===== src/rtl/fetch_sequencer_pkg.sv =====
// Shared types and constants for the fetch sequencer and its integration in the CPU.
// Sequencer state encoding, the canonical NOP and a small state-decode helper.
package fetch_sequencer_pkg;

    typedef enum logic [1:0] {
        ST_RUN  = 2'd0,
        ST_HALT = 2'd1,
        ST_STEP = 2'd2
    } seq_state_t;

    localparam logic [31:0] NOP_INSTR = 32'h00000013;

    // RUN and STEP are the only states allowed to hand an instruction to EX.
    function automatic logic is_issue_state(input seq_state_t st);
        return (st == ST_RUN) || (st == ST_STEP);
    endfunction

endpackage


===== src/rtl/fetch_sequencer_if.sv =====
// Control/status bundle between the fetch sequencer and the surrounding pipeline/debug logic.
// The slave modport is the sequencer's view; master is the core/debug side.
interface fetch_sequencer_if #(
    parameter int AW    = 12,
    parameter int CNT_W = 32
);
    logic             redirect_EX;
    logic [AW-1:0]    target_EX;
    logic             halt_req;
    logic             step_req;
    logic [AW-1:0]    PC_FETCH;
    logic             issue_EX;
    logic             flush_EX;
    logic             halted;
    logic [CNT_W-1:0] instret;

    modport master (
        output redirect_EX, target_EX, halt_req, step_req,
        input  PC_FETCH, issue_EX, flush_EX, halted, instret
    );

    modport slave (
        input  redirect_EX, target_EX, halt_req, step_req,
        output PC_FETCH, issue_EX, flush_EX, halted, instret
    );
endinterface


===== src/rtl/fetch_sequencer.sv =====
// PC sequencer for the FETCH/EX pipeline: redirects, wrong-path kill, halt/step debug
// control and a retired-instruction counter.
module fetch_sequencer
    import fetch_sequencer_pkg::*;
#(
    parameter int            AW       = 12,
    parameter int            CNT_W    = 32,
    parameter logic [AW-1:0] RESET_PC = {AW{1'b0}}
) (
    input  logic             clk,
    input  logic             rst_n,
    fetch_sequencer_if.slave bus
);

    seq_state_t       state_r;
    seq_state_t       state_next_s;
    logic [AW-1:0]    pc_r;
    logic [AW-1:0]    pc_next_s;
    logic [CNT_W-1:0] instret_r;
    logic [CNT_W-1:0] instret_next_s;
    logic             halted_r;
    logic             issue_s;

    // Next-state, next-PC and issue decision; a redirect kills the fetch in any state.
    always_comb begin
        state_next_s   = state_r;
        pc_next_s      = pc_r;
        instret_next_s = instret_r;
        issue_s        = is_issue_state(state_r) & ~bus.redirect_EX;

        case (state_r)
            ST_RUN: begin
                if (bus.halt_req) begin
                    state_next_s = ST_HALT;
                end else begin
                    state_next_s = ST_RUN;
                end
            end
            ST_HALT: begin
                if (bus.halt_req && bus.step_req) begin
                    state_next_s = ST_STEP;
                end else if (!bus.halt_req) begin
                    state_next_s = ST_RUN;
                end else begin
                    state_next_s = ST_HALT;
                end
            end
            ST_STEP: begin
                state_next_s = ST_HALT;
            end
            default: begin
                state_next_s = ST_RUN;
            end
        endcase

        // Natural AW-bit overflow gives the required modulo-2**AW wrap.
        if (bus.redirect_EX) begin
            pc_next_s = bus.target_EX;
        end else if (issue_s) begin
            pc_next_s = pc_r + {{(AW-1){1'b0}}, 1'b1};
        end else begin
            pc_next_s = pc_r;
        end

        if (issue_s) begin
            instret_next_s = instret_r + {{(CNT_W-1){1'b0}}, 1'b1};
        end else begin
            instret_next_s = instret_r;
        end
    end

    // Sequencer state, PC, retire counter and halted status.
    always_ff @(posedge clk or negedge rst_n) begin
        if (!rst_n) begin
            state_r   <= ST_RUN;
            pc_r      <= RESET_PC;
            instret_r <= {CNT_W{1'b0}};
            halted_r  <= 1'b0;
        end else begin
            state_r   <= state_next_s;
            pc_r      <= pc_next_s;
            instret_r <= instret_next_s;
            halted_r  <= (state_next_s == ST_HALT);
        end
    end

    // Reset gates only the outputs so EX sees NOPs while rst_n is held low.
    assign bus.PC_FETCH = pc_r;
    assign bus.issue_EX = issue_s & rst_n;
    assign bus.flush_EX = ~(issue_s & rst_n);
    assign bus.halted   = halted_r;
    assign bus.instret  = instret_r;

endmodule


===== src/flat_wrapper.sv =====
// flat-port wrapper written by rule: the top's interface ports become plain ports
module fetch_sequencer_flat import fetch_sequencer_pkg::*;
#(
    parameter int            AW       = 12,
    parameter int            CNT_W    = 32,
    parameter logic [AW-1:0] RESET_PC = {AW{1'b0}}
)
  (clk, rst_n, bus_redirect_EX, bus_target_EX, bus_halt_req, bus_step_req, bus_PC_FETCH, bus_issue_EX, bus_flush_EX, bus_halted, bus_instret);
  fetch_sequencer_if #(.AW(AW), .CNT_W(CNT_W)) bus_i ();
  input  logic clk;
  input  logic rst_n;
  input wire logic [$bits(bus_i.redirect_EX)-1:0] bus_redirect_EX;
  input wire logic [$bits(bus_i.target_EX)-1:0] bus_target_EX;
  input wire logic [$bits(bus_i.halt_req)-1:0] bus_halt_req;
  input wire logic [$bits(bus_i.step_req)-1:0] bus_step_req;
  output wire logic [$bits(bus_i.PC_FETCH)-1:0] bus_PC_FETCH;
  output wire logic [$bits(bus_i.issue_EX)-1:0] bus_issue_EX;
  output wire logic [$bits(bus_i.flush_EX)-1:0] bus_flush_EX;
  output wire logic [$bits(bus_i.halted)-1:0] bus_halted;
  output wire logic [$bits(bus_i.instret)-1:0] bus_instret;
  assign bus_i.redirect_EX = bus_redirect_EX;
  assign bus_i.target_EX = bus_target_EX;
  assign bus_i.halt_req = bus_halt_req;
  assign bus_i.step_req = bus_step_req;
  assign bus_PC_FETCH = bus_i.PC_FETCH;
  assign bus_issue_EX = bus_i.issue_EX;
  assign bus_flush_EX = bus_i.flush_EX;
  assign bus_halted = bus_i.halted;
  assign bus_instret = bus_i.instret;
  fetch_sequencer #(.AW(AW), .CNT_W(CNT_W), .RESET_PC(RESET_PC)) u_core (.clk(clk), .rst_n(rst_n), .bus(bus_i));
endmodule

===== config.mk =====
export PLATFORM = sky130hd
export DESIGN_NAME = fetch_sequencer_flat
export DESIGN_NICKNAME = d
export VERILOG_FILES = /design/src/rtl/fetch_sequencer_pkg.sv /design/src/rtl/fetch_sequencer_if.sv /design/src/rtl/fetch_sequencer.sv /design/src/flat_wrapper.sv
export SDC_FILE = /design/constraint.sdc
export NUM_CORES = 1
export LEC_CHECK = 0
export CAP_MARGIN = 20
export CORE_MARGIN = 5
export CORE_UTILIZATION = 45
export DETAILED_ROUTE_END_ITERATION = 8
export PLACE_DENSITY_LB_ADDON = 0.1
export REMOVE_ABC_BUFFERS = 1
export SYNTH_ARGS = -nofsm -noshare
export SYNTH_HDL_FRONTEND = slang
export SYNTH_SLANG_ARGS = --single-unit

===== constraint.sdc =====
create_clock -name clk -period 4.8 [get_ports clk]
set_input_delay 0.72 -clock clk [delete_from_list [all_inputs] [get_ports clk]]
set_output_delay 0.72 -clock clk [all_outputs]
set_load 0.005 [all_outputs]

== After elaboration in Yosys (flattened, before gate mapping) ==
Index checks and enable logic that the tools add are counted.
Widths: inputs -> output; s select.

* Bits in registers: 47
* Output and inout bits: 47
* Word-level logic and storage cells: 22

* $add $sub $neg: 2
* Eq/ne operators: 3
* Muxes and demuxes: 5
* Bitwise logic cells: 4
* Reduce and logical (&&, ||, !) cells: 4

{| class="wikitable"
|+ Operators by type and width
! kind !! number
|-
| $add 32x1->32 const B || 1
|-
| $mux 12 || 2
|-
| $add 12x1->12 const B || 1
|-
| $pmux 2 s3 || 1
|-
| $eq 2x1->1 const B || 2
|-
| $and 1x1->1 || 2
|-
| $eq 2x2->1 const B || 1
|-
| $logic_not 2->1 || 1
|-
| $mux 2 || 1
|-
| $not 1->1 || 2
|-
| $reduce_bool 2->1 || 1
|-
| $logic_and 1x1->1 || 1
|-
| $logic_or 1x1->1 || 1
|-
| $mux 1 || 1
|}

== Depth between registers and ports, before layout ==
* Word-level depth: 5
* Gate-level depth with buffers: 6
* Mapped depth without buffers: 5

== Least setup slack after synthesis ==
No wires, ideal clock.

* Path type: input -> register
* Start point: input bus_redirect_EX
* End point: register u_core.instret_r[12] (netlist: u_core.bus.instret[12])
* Data arrival time: 1.972 ns
* Data required time: 4.721 ns
* Setup slack: 2.749 ns
* Stages: 5
* Cells stage by stage: clkbuf_1 or3b_2 nor3_1 and3_1 xor2_1

* Word-level cells in the longest chain between the ends: 2

{| class="wikitable"
|+ RTL lines
! element !! RTL line !! RTL
|-
| from (decl) || flat_wrapper.sv:12 || <nowiki>input wire logic [$bits(bus_i.redirect_EX)-1:0] bus_redirect_EX;</nowiki>
|-
| $not 1->1 || fetch_sequencer.sv:29 || <nowiki>issue_s = is_issue_state(state_r) & ~bus.redirect_EX;</nowiki>
|-
| $and 1x1->1 || fetch_sequencer.sv:29 ||
|-
| to (signal assigned) || fetch_sequencer.sv:77 || <nowiki>instret_r <= {CNT_W{1'b0}};</nowiki>
|-
| to (signal assigned) || fetch_sequencer.sv:82 || <nowiki>instret_r <= instret_next_s;</nowiki>
|-
| to (decl) || fetch_sequencer.sv:19 || <nowiki>logic [CNT_W-1:0] instret_r;</nowiki>
|}

Every way passes these cells.
A chain may end at the register's enable or synchronous reset.

== Worst setup path after layout ==
* Start point: input bus_redirect_EX
* End point: output bus_issue_EX

* Word-level cells in the longest chain between the ends: 3

{| class="wikitable"
|+ RTL lines
! element !! RTL line !! RTL
|-
| $not 1->1 || fetch_sequencer.sv:29 ||
|-
| $and 1x1->1 || fetch_sequencer.sv:29 ||
|-
| $and 1x1->1 || fetch_sequencer.sv:89 || <nowiki>assign bus.issue_EX = issue_s & rst_n;</nowiki>
|-
| to (decl) || flat_wrapper.sv:17 || <nowiki>output wire logic [$bits(bus_i.issue_EX)-1:0] bus_issue_EX;</nowiki>
|}

Every way passes these cells.

==> qor.yml <==
combPwrFrac: 0.195
start_util: 0.471
async_reset_ff_frac: 1.00
ir_drop_uv: 255
ys_seq_elements: 47
maxCapViolations: 0
synth_edf_count: 0
overflow: 0
synth_most_common_cell: "dfrtp_1"
ys_warn_count: 0
worst_pin_slew_ps: 600
dr_wl_met2_mm: 2.22
ctsHoldBuffers: 0
cts-htree-levels: 2
numCtsBuffers: 5
ios: 64
seq_area_mm2: 0.00118
p_per_area_mw_per_mm2: 307
yosys.area.top_type_share: 0.518
switching_share: 0.267
intPower_mw: 0.685
timing.setup.tns_ps: 0
viasPerCell: 5.12
timing.fmax_mhz: 325
drc_errors: 0
grt_usage: 0.159
netlist_instances: 209
yosys-top-cells-count: "dfrtp_1, nand2_1, xor2_1"
post-route-min-period_ps: 3080
p_clk_frac: 0.279
netlist_top_cells_area: "dfrtp_1, xor2_1, xnor2_1, nand2_1, o21ai_0"
cts_resized: 0
power.leakage_nw: 1.34
synth.distinct_cells: 31
synth-seq-area-share: 0.518
cp_max_fo: 26
dieArea_mm2: 0.00656
cp-start-kind: "input port"
io_buffers: 63
vias: 1750
synth_area_mm2: 0.00227
layout-drive-gt1-share: 0.0691
p_seq_frac: 0.526
worst_slack_ps: 1720
fp.dieW_um: 81.0
hold_viol_final: 0
place.gp.congestion: 0.727
antenna_found_initial: 0
dr.max_layer_used: "met4"
multi_input_comb_area_mm2: 0.00102
fin_worst_skew_ps: 4.79
syn_avg_cell_area_um2: 10.9
nets: 293
wl_per_cell_um: 14.3
yosys.area.top_type: "dfrtp_1"
cts_setup_buffers: 0
n_fill_cell: 420
cts_tree: "yes"
r2r_slack_ps: 2760
cts_root_buf: "clkbuf_8"
clkTransAtPathRegs_ps: 80
grt_start_max_net_pins: 48
grt_pass1_wl_mm: 8.26
critPathArrivalTime_ps: 2360
worst_r2r_path_depth: 4
drtIter0Drc: 90
maxSlewViolCount: 0
p_switching_mw: 0.250
setup_viol: 0
num_antenna_cells: 0
fin_crit_sh: 0.642
critical_path_required_ps: 4080
dieHeight_um: 81.0
clk-insertion-delay-late_ps: 300
cts.sinks: 47
pre_cts_ws_ps: 1750
coreArea_mm2: 0.00482
routed_wl_mm: 4.89
ant_nets: 0
firstDrtPassIters: 4
rsz0062_at_grt: "no"
synth-main-ff-cell: "dfrtp_1"
hold_class: "register to register"
outcome: "completed"
grt_pass1_vias: 1779
clockBufferDepth: 2
wl_met1_mm: 2.32
rows: 25
place_hpwl_mm: 3.45
area_growth_pct: 34.3
crit_path_end_kind: "output port"
relSlewSlack: 0.600
dr_wl_met3_um: 287
path_class: "input port to output port"
min_path_cells: 1
## power groups by stage
stage | registers (mW) | clock network [mW] | logic [mW]
floorplan | 0.491 | 0 | 0.0652
global placement | 0.498 | 0 | 0.180
detailed placement | 0.497 | 0 | 0.185
CTS | 0.491 | 0.268 | 0.186
global route | 0.502 | 0.285 | 0.201
finish | 0.491 | 0.261 | 0.182
## final timing paths
path,to,from
max,bus_issue_EX,bus_redirect_EX
min,u_core.bus.instret[31],u_core.bus.instret[31]
min in group asynchronous,u_core.bus.instret[31],rst_n
max in group asynchronous,u_core.bus.PC_FETCH[5],rst_n
max reg2reg,u_core.bus.instret[26],u_core.state_r[0]
min reg2reg,u_core.bus.instret[31],u_core.bus.instret[31]
## through the flow
stage                     total power [mW]  cells  area (um^2)   util  hold WS [ps]
after detailed placement             0.682    334         2950  0.612           459
after global placement               0.678    334         2950  0.612           455
after floorplan                      0.556    202         2220      -           424
final                                0.935    342         3050  0.633           467
after global routing                 0.988    342         3050  0.633           483
after CTS                            0.946    342         3050  0.633           472
## worst max-delay path: stages
cell and delay (ps):
clkdlybuf4s50_1 390, buf_4 210, nor2_1 330, nand2_1 140
inv_1 70, clkdlybuf4s50_1 500
## sequential cells by signal, summed over array words and instances (netlist names)
register	flops
u_core.bus.PC_FETCH	12
u_core.state_r	2
u_core.bus.instret	32
u_core.bus.halted	1
## cells in the final DEF, fill, tap and decap left out, types with 2 or more instances in the layout
| cell | n |
|---|---|
| and4_1 | 6 |
| buf_4 | 2 |
| clkbuf_8 | 7 |
| clkdlybuf4s50_1 | 62 |
| dfrtp_1 | 47 |
| ha_1 | 2 |
| inv_1 | 7 |
| mux2_2 | 2 |
| nand2_1 | 26 |
| nand3_1 | 10 |
| nand4_1 | 7 |
| nand4b_1 | 2 |
| nor2_1 | 6 |
| nor2b_1 | 2 |
| nor3_1 | 8 |
| nor3b_1 | 2 |
| nor4_1 | 8 |
| nor4_2 | 3 |
| o21a_1 | 2 |
| o21ai_0 | 12 |
| xnor2_1 | 18 |
| xor2_1 | 24 |
## layout make-up
class                      instances  area share
tap                               67      0.0275
timing repair buffer              65       0.210
inverter                           7     0.00862
multi-input combinational        148       0.335
clock buffer                       8      0.0328
sequential                        47       0.386
## cells by family (layout without fill, tap and decap cells)
| family | after synthesis | after routing | synth area share |
|---|---|---|---|
| multiplexers | 3 | 3 | 0.0143 |
| XOR/XNOR | 42 | 42 | 0.162 |
| AO/OA/AOI/OAI | 14 | 14 | 0.0331 |
| adder cells (fa/ha/maj) | 2 | 2 | 0.0110 |
| AND/OR/NAND/NOR | 87 | 87 | 0.230 |
| buffers and inverters | 14 | 80 | 0.0314 |
| flip-flops | 47 | 47 | 0.518 |
## metal layers
| layer | vias to the layer above | global-route usage |
|---|---|---|
| met4 | 0 | 0.0507 |
| met5 | - | 0 |
| li1 | 855 | - |
| met3 | 8 | 0.0388 |
| met2 | 44 | 0.248 |
| met1 | 843 | 0.219 |
No activity file was read; power rests on OpenSTA's default activity.
